### src/rtl/pipe_pkg.sv
// pipe_pkg: shared ALU op codes, MDU op enumeration, MDU FSM states and iteration count.
package pipe_pkg;
  localparam logic [3:0] ALU_ADD = 4'd0;
  localparam logic [3:0] ALU_SUB = 4'd1;
  localparam logic [3:0] ALU_AND = 4'd2;
  localparam logic [3:0] ALU_OR  = 4'd3;
  localparam logic [3:0] ALU_XOR = 4'd4;
  localparam logic [3:0] ALU_LUI = 4'd5;
  localparam logic [3:0] ALU_SLL = 4'd6;
  localparam logic [3:0] ALU_SRL = 4'd7;
  localparam logic [3:0] ALU_SRA = 4'd8;
  localparam logic [3:0] ALU_SLT = 4'd9;
  typedef enum logic [3:0] {
    MDU_NONE, MDU_MULT, MDU_MULTU, MDU_DIV, MDU_DIVU,
    MDU_MFHI, MDU_MFLO, MDU_MTHI, MDU_MTLO
  } mdu_op_t;
  typedef enum logic {IDLE, RUN} mdu_st_t;
  localparam int MDU_ITER = 32;
endpackage

### src/rtl/pipemdu.sv
// pipemdu: iterative radix-2 multiply/divide unit with HI/LO registers.
// Ports: clk, clr (async active-high reset), a/b operands, op MDU op code,
//        go (EXE not stalled), hi/lo results, busy (iteration in flight).
// Divider datapath present only when PIPE_MDU_DIV_EN is defined.
module pipemdu
  import pipe_pkg::*;
(
  input  logic        clk,
  input  logic        clr,
  input  logic [31:0] a,
  input  logic [31:0] b,
  input  mdu_op_t     op,
  input  logic        go,
  output logic [31:0] hi,
  output logic [31:0] lo,
  output logic        busy
);
  mdu_st_t st, st_n;
  logic [31:0] m, aa, bb;
  logic [63:0] acc, acc_n, fix;
  logic [32:0] sum;
  logic [4:0] cnt;
  logic sa, sb, sgn, isdiv, start, last;
  assign busy = st == RUN;
  assign last = cnt == 5'(MDU_ITER - 1);
  // shift-add: acc holds {partial product, remaining multiplier bits}
  assign sum = {1'b0, acc[63:32]} + (acc[0] ? {1'b0, m} : 33'd0);
`ifdef PIPE_MDU_DIV_EN
  logic dv, dz, ge;
  logic [32:0] df;
  logic [31:0] rem_f, quo_f;
  logic [63:0] div_n;
  assign isdiv = op == MDU_DIV || op == MDU_DIVU;
  // restoring step: acc holds {remainder, dividend bits / quotient bits}
  assign ge = acc[63:31] >= {1'b0, m};
  assign df = acc[63:31] - {1'b0, m};
  assign div_n = ge ? {df[31:0], acc[30:0], 1'b1} : {acc[62:0], 1'b0};
  assign acc_n = dv ? div_n : {sum, acc[31:1]};
  assign rem_f = sa ? -acc_n[63:32] : acc_n[63:32];
  // divide by zero: quotient all ones, remainder is |a| re-signed, i.e. a itself
  assign quo_f = dz ? {32{1'b1}} : (sa ^ sb) ? -acc_n[31:0] : acc_n[31:0];
  assign fix = dv ? {rem_f, quo_f} : (sa ^ sb) ? -acc_n : acc_n;
  always_ff @(posedge clk or posedge clr)
    if (clr) begin
      dv <= 1'b0;
      dz <= 1'b0;
    end else if (start) begin
      dv <= isdiv;
      dz <= isdiv && b == 32'd0;
    end
`else
  assign isdiv = 1'b0;
  assign acc_n = {sum, acc[31:1]};
  assign fix = (sa ^ sb) ? -acc_n : acc_n;
`endif
  assign sgn = op == MDU_MULT || (isdiv && op == MDU_DIV);
  assign start = go && !busy && (op == MDU_MULT || op == MDU_MULTU || isdiv);
  assign aa = sgn && a[31] ? -a : a;
  assign bb = sgn && b[31] ? -b : b;
  always_ff @(posedge clk or posedge clr)
    if (clr) st <= IDLE;
    else st <= st_n;
  always_comb st_n = busy ? (last ? IDLE : RUN) : (start ? RUN : IDLE);
  always_ff @(posedge clk or posedge clr)
    if (clr) begin
      m <= 32'd0;
      acc <= 64'd0;
      cnt <= 5'd0;
      sa <= 1'b0;
      sb <= 1'b0;
      hi <= 32'd0;
      lo <= 32'd0;
    end else begin
      if (start) begin
        sa <= sgn & a[31];
        sb <= sgn & b[31];
        m <= isdiv ? bb : aa;
        acc <= {32'd0, isdiv ? aa : bb};
        cnt <= 5'd0;
      end else if (busy) begin
        acc <= acc_n;
        cnt <= cnt + 5'd1;
      end
      if (busy && last) {hi, lo} <= fix;
      else if (go && !busy && op == MDU_MTHI) hi <= a;
      else if (go && !busy && op == MDU_MTLO) lo <= a;
    end
endmodule

### src/rtl/pipeexe.sv
// pipeexe: MIPS32 execute stage - ALU, jal link, destination select, MDU and stall.
// Ports: clk, clr (async active-high reset); ea/eb forwarded operands, eimm,
//        ealuc/ealuimm/eshift ALU controls, ejal/epc4 link path, ern0 dest reg,
//        emdu MDU op, ewreg_i/em2reg_i/ewmem_i decode controls; outputs ealu,
//        eb_o store data, ern, ewreg/em2reg/ewmem (bubbled on stall), estall, mbusy.
// Config: define PIPE_MDU_DIV_EN to implement DIV/DIVU; otherwise they act as NONE.
module pipeexe
  import pipe_pkg::*;
#(
  parameter int XLEN = 32
) (
  input  logic            clk,
  input  logic            clr,
  input  logic [XLEN-1:0] ea,
  input  logic [XLEN-1:0] eb,
  input  logic [XLEN-1:0] eimm,
  input  logic [3:0]      ealuc,
  input  logic            ealuimm,
  input  logic            eshift,
  input  logic            ejal,
  input  logic [XLEN-1:0] epc4,
  input  logic [4:0]      ern0,
  input  logic [3:0]      emdu,
  input  logic            ewreg_i,
  input  logic            em2reg_i,
  input  logic            ewmem_i,
  output logic [XLEN-1:0] ealu,
  output logic [XLEN-1:0] eb_o,
  output logic [4:0]      ern,
  output logic            ewreg,
  output logic            em2reg,
  output logic            ewmem,
  output logic            estall,
  output logic            mbusy
);
  mdu_op_t mop;
  logic [XLEN-1:0] aa, bb, alu, hi, lo;
`ifdef PIPE_MDU_DIV_EN
  assign mop = mdu_op_t'(emdu);
`else
  assign mop = (emdu == MDU_DIV || emdu == MDU_DIVU) ? MDU_NONE : mdu_op_t'(emdu);
`endif
  // stall depends only on the decoded op and registered busy, so no loop back through go
  assign estall = mbusy && mop != MDU_NONE;
  pipemdu u_mdu (
    .clk  (clk),
    .clr  (clr),
    .a    (ea),
    .b    (eb),
    .op   (mop),
    .go   (!estall),
    .hi   (hi),
    .lo   (lo),
    .busy (mbusy)
  );
  assign aa = eshift ? {27'd0, eimm[10:6]} : ea;
  assign bb = ealuimm ? eimm : eb;
  always_comb
    case (ealuc)
      ALU_SUB: alu = aa - bb;
      ALU_AND: alu = aa & bb;
      ALU_OR:  alu = aa | bb;
      ALU_XOR: alu = aa ^ bb;
      ALU_LUI: alu = bb << 16;
      ALU_SLL: alu = bb << aa[4:0];
      ALU_SRL: alu = bb >> aa[4:0];
      ALU_SRA: alu = $signed(bb) >>> aa[4:0];
      ALU_SLT: alu = {31'd0, $signed(aa) < $signed(bb)};
      default: alu = aa + bb;
    endcase
  assign ealu = ejal ? epc4 + 32'd4 : mop == MDU_MFHI ? hi : mop == MDU_MFLO ? lo : alu;
  assign eb_o = eb;
  assign ern = ejal ? 5'd31 : ern0;
  assign ewreg = ewreg_i && !estall;
  assign em2reg = em2reg_i && !estall;
  assign ewmem = ewmem_i && !estall;
endmodule

### config.mk
export PLATFORM = sky130hd
export DESIGN_NAME = pipeexe
export DESIGN_NICKNAME = d
export VERILOG_FILES = /design/src/rtl/pipe_pkg.sv /design/src/rtl/pipemdu.sv /design/src/rtl/pipeexe.sv
export SDC_FILE = /design/constraint.sdc
export NUM_CORES = 1
export LEC_CHECK = 0
export BUFFER_PORTS_ARGS = -buffer_cell sky130_fd_sc_hd__buf_2
export CAP_MARGIN = 20
export CORE_MARGIN = 3
export CORE_UTILIZATION = 47
export DETAILED_ROUTE_END_ITERATION = 8
export PLACE_DENSITY = 0.66
export REMOVE_ABC_BUFFERS = 1
export SKIP_CTS_REPAIR_TIMING = 1
export SYNTH_ARGS = -nofsm -noshare
export SYNTH_HDL_FRONTEND = slang
export SYNTH_SLANG_ARGS = --single-unit
export TNS_END_PERCENT = 50
### constraint.sdc
create_clock -name clk -period 7.71 [get_ports clk]
set_clock_uncertainty 0.15 [all_clocks]
set_input_delay 1.542 -clock clk [delete_from_list [all_inputs] [get_ports clk]]
set_output_delay 1.542 -clock clk [all_outputs]
set_load 0.01 [all_outputs]
### Word level (Yosys, flattened, before mapping)

Cells that the tools add are included.

* input bits: 149
* register bits: 168
* word-level logic and storage cells: 89
* output and inout bits: 74

* $lt $le $gt $ge: 1
* reductions and logical operators: 20
* muxes and demuxes: 24
* bitwise operators: 6
* shifts and indexed selects: 3
* add/sub/neg operators: 8
* equality and inequality tests: 19

Operators by type and width (number)
* $mux 32: 13
* $pmux 32 s9: 1
* $mux 64: 3
* $neg 32->32: 2
* $neg 64->64: 1
* $add 32x33->33: 1
* $add 32x3->32 const B: 1
* $add 32x32->32: 1
* $and 32x32->32: 1
* $eq 4x3->1 const B: 8
* $lt 32x32->1: 1
* $or 32x32->32: 1
* $shl 32x5->32: 1
* $shr 32x5->32: 1
* $sshr 32x5->32: 1
* $sub 32x32->32: 1
* $xor 32x32->32: 1
* $eq 4x2->1 const B: 4
* $mux 5: 3
* $eq 4x4->1 const B: 3
* $logic_and 1x1->1: 11
* $eq 4x1->1 const B: 2
* $reduce_bool 2->1: 3
* $add 5x1->5 const B: 1
* 10 further kinds: 15

### Depth between registers and ports, before layout

* word-level depth: 11
* depth in mapped cells: 19
* depth with buffers taken out: 15

### Hierarchy

A second synthesis with hierarchy kept.

* cells, all modules: 3257
* area, all modules: 24025.5 µm²

By module, submodules not included
* pipemdu: times used 1, sequential area each 4204.0 µm², cells an instance 1502, area an instance 12260.5 µm²
* pipeexe: times used 1, sequential area each 0.0 µm², cells an instance 1755, area an instance 11765.0 µm²

### Worst setup path after synthesis

No wires, ideal clock.

* path kind: input port to output port
* start point: input eshift
* end point: output ealu[14]
* arrival time: 5.753 ns
* setup slack: 0.265 ns
* required time: 6.018 ns
* cell stages on the path: 16
* buffers on the path: 4
* cells stage by stage: buf_2 > mux2i_1 > clkbuf_1 > buf_1 > buf_2 > ha_1 > nor2b_1 > o21ai_0 > a211o_1 > a21oi_1 > a21oi_1 > o31ai_1 > xnor2_1 > o21ai_0 > a21o_1 > a221oi_1

* word-level cells in the longest chain between the ends: 6
* elaborated cells between the ends (all ways): 13
* those cells by class: add/sub (2); shift (3); mux (5); bitwise (3)

RTL lines
* from (decl): line pipeexe.sv:19 `input logic eshift,`
* $mux 32 *: line pipeexe.sv:56 `assign aa = eshift ? {27'd0, eimm[10:6]} : ea;`
* $add 32x32->32, or another cell as far along: line pipeexe.sv:69 `default: alu = aa + bb;`
* $pmux 32 s9 *: line pipeexe.sv:59 `case (ealuc)`
* $mux 32 * (3 in series): line pipeexe.sv:71 `assign ealu = ejal ? epc4 + 32'd4 : mop == MDU_MFHI ? hi : mop == MDU_MFLO ? lo : alu;`
* to (decl): line pipeexe.sv:27 `output logic [XLEN-1:0] ealu,`

Mark *: on every way between the ends. The rest lies on a longest branch, timed or not.

### Worst setup path in the final report

* start point: input ealuimm
* end point: output ealu[24]

* word-level cells in the longest chain between the ends: 6
* elaborated cells between the ends (all ways): 13
* those cells by class: add/sub (2); shift (3); mux (5); bitwise (3)

RTL lines
* from (decl): line pipeexe.sv:18 `input logic ealuimm,`
* $mux 32 *: line pipeexe.sv:57 `assign bb = ealuimm ? eimm : eb;`
* $add 32x32->32, or another cell as far along: line pipeexe.sv:69
* $pmux 32 s9 *: line pipeexe.sv:59
* $mux 32 * (3 in series): line pipeexe.sv:71

Marks and branches as above.

==> impl_metrics.yaml <==
grt:
  grt_max_degree: 89
  globalRouteOverflowTotal: 0
  grt_use_total_pct: 40.8
  grt_pass1_wl_um: 159000
  antenna_found_initial: 4
  grt_pass1_vias: 24500
die:
  coreArea_mm2: 0.0480
  die-area_mm2: 0.0517
  dieHeight_um: 227
  initial_utilization_pct: 47.9
  die_w_um: 227
  ios: 223
  rows: 80
synth:
  synth-seq-cells: 168
  netlist_area_mm2: 0.0230
  seq_area_frac_synth_pct: 18.3
  syn-instance-count: 3201
  async_flop_share_pct: 100
  ys.flop_type: "dfrtp_1"
  ys_types: 102
  synth_edf_count: 0
  yosys_warnings: 0
  postSynthAreaPerCell_um2: 7.20
sta:
  setup_viol: 0
  worst_pin_slew_ps: 1090
  period_needed_ps: 7610
  fin_crit_sh_pct: 98.7
  hold_violations: 0
  fmax_ghz: 0.131
  timing.final.max_slew_violations: 0
  slew_headroom_pct: 27.6
  fin_ws_ps: 96.9
detailed_routing:
  wl_per_cell_um: 27.6
  drt_iter0_markers: 2871
  route.detailed.drc: 0
  wl_um: 109000
  viasPerCell: 6.66
  dr.pass1.iters: 7
  vias: 26300
  antenna_left: 0
placed_design:
  pre_cts_ws_ps: -219
  io_buffers: 222
  dp_hpwl_um: 85400
  place_congestion: 1.01
power:
  ir_drop_mv: 0.264
  p_leak_uw: 0.0113
  total_power_uw: 5730
  power_density_mw_per_mm2: 225
setup_path:
  arrival_ps: 5920
  required_ps: 6020
  critPathKind: "input pin to output port"
  cp-start-kind: "input pin"
  timing.critical_path.to_type: "output port"
  path_max_fanout: 26
clock_tree:
  root_buffer: "clkbuf_16"
  h-tree-depth: 4
  cts.sinks: 168
  cts_buffers: 17
  cts.clk_slew.worst_paths_ps: 60
  clock_latency_ps: 450
  cts_tree: "done"
  cts_buffer_depth: 2
cells_and_area:
  layout_commonest_cell: "nand2_1"
  syn_to_final_growth_pct: 10.7
  most-common-layout-cells: "382 x nand2_1, 314 x o21ai_0, 287 x a21oi_1, 260 x nor2_1, 223 x buf_2"
  drive_gt1_share_pct: 14.3
  fin_util_pct: 53.1
  fillCellCount: 4696
  finish.net_count: 3608
job:
  max_cap_violations: 0
hold_path:
  hp-class: "flip-flop to flip-flop"
run_status:
  status: "finished clean"
## power by group
group	switching (uW)	leakage (uW)	internal, uW	total, uW
combinational	2040	0.00890	1180	3220
clock	399	0.000275	440	838
sequential	395	0.00210	1270	1670
total	2830	0.0113	2890	5730
## through the flow
stage	cell area [um2]	TNS (ps)	instances	hold slack (ps)
after detailed placement	24900	-469	3916	313
after global placement	24900	-297	3915	297
after CTS	25400	-556	3948	327
after global routing	25500	-3.98	3950	348
final	25500	0	3951	325
after floorplan	21900	-91180	2958	281
## Yosys cell counts, types with 21 or more instances
| library cell | instances | share of area [%] |
|---|---|---|
| nand2_1 | 382 | 6.2 |
| o21ai_0 | 314 | 6.8 |
| a21oi_1 | 288 | 6.3 |
| nor2_1 | 262 | 4.3 |
| mux2i_1 | 211 | 9.2 |
| dfrtp_1 | 168 | 18 |
| clkbuf_1 | 164 | 2.7 |
| inv_1 | 135 | 2.2 |
| ha_1 | 134 | 7.3 |
| xnor2_1 | 106 | 4.0 |
| nor3_1 | 75 | 1.6 |
| xor2_1 | 75 | 2.9 |
| nand3_1 | 62 | 1.3 |
| and2_1 | 52 | 1.4 |
| nor2b_1 | 48 | 1.3 |
| or3_1 | 42 | 1.1 |
| a211oi_1 | 41 | 1.3 |
| o22ai_1 | 40 | 1.1 |
| a21o_1 | 38 | 1.2 |
| a31oi_1 | 37 | 1.0 |
| buf_4 | 33 | 1.1 |
| o211ai_1 | 32 | 1.0 |
| nor4_1 | 27 | 0.73 |
| o31ai_1 | 27 | 0.88 |
| buf_1 | 24 | 0.39 |
| nand2b_1 | 23 | 0.62 |
| and3_1 | 21 | 0.57 |
## per-layer routing
metal / vias up / routed length, um / global-route usage (%)
li1: 11700 / - / -
met5: - / 36 / 0
met2: 1487 / 49100 / 64.8
met3: 336 / 9870 / 7.78
met4: 6 / 7430 / 23.0
met1: 12700 / 42700 / 52.1
## final cells by class
type	instances	area, um2	share of cell area [%]
antenna	1	2.50	0.00982
clock buffer	20	457	1.79
clock inverter	12	106	0.417
inverter	136	515	2.02
multi-input combinational	2654	17400	68.1
sequential	168	4210	16.5
tap	615	769	3.02
timing repair buffer	345	2060	8.09
## critical path: stages
cell,delay [ps]
buf_2,220
buf_12,250
mux2i_2,440
buf_4,250
ha_1,280
nor4_2,660
nand3_1,410
nor2_1,190
a22oi_1,230
nand2_1,240
a21boi_0,150
mux2i_1,140
nor4b_1,520
o21ai_0,210
buf_2,180
## kinds of logic after synthesis
| logic type | synth area share, % |
|---|---|
| AO/OA/AOI/OAI | 27.8 |
| XOR/XNOR | 6.88 |
| adder cells (fa/ha/maj) | 7.54 |
| buffers and inverters | 6.94 |
| flip-flops | 18.3 |
| multiplexers | 10.3 |
| AND/OR/NAND/NOR | 22.3 |
## registers in the layout, summed over array words and instances, names as in the netlist
signal,flops
u_mdu.lo,32
u_mdu.m,32
u_mdu.cnt,5
u_mdu.hi,32
u_mdu.acc,64
u_mdu.sb,1
u_mdu.sa,1
u_mdu.busy,1
## worst paths after layout
path | slack (ps) | cells past startpoint | startpoint | to
worst max-delay path | 100 | 15 | ealuimm | ealu[24]
worst min-delay path | 330 | 2 | u_mdu.m[8]$_DFFE_PP0P_ | u_mdu.m[8]$_DFFE_PP0P_
worst max register to register | 2260 | 13 | u_mdu.acc[0]$_DFFE_PP0P_ | u_mdu.hi[31]$_DFFE_PP0P_
worst min register to register | 330 | 2 | u_mdu.m[8]$_DFFE_PP0P_ | u_mdu.m[8]$_DFFE_PP0P_
max in group asynchronous | 5120 | 4 | clr | u_mdu.hi[21]$_DFFE_PP0P_
min in group asynchronous | 1100 | 2 | clr | u_mdu.acc[28]$_DFFE_PP0P_
Power figures use the tool's default switching activity.
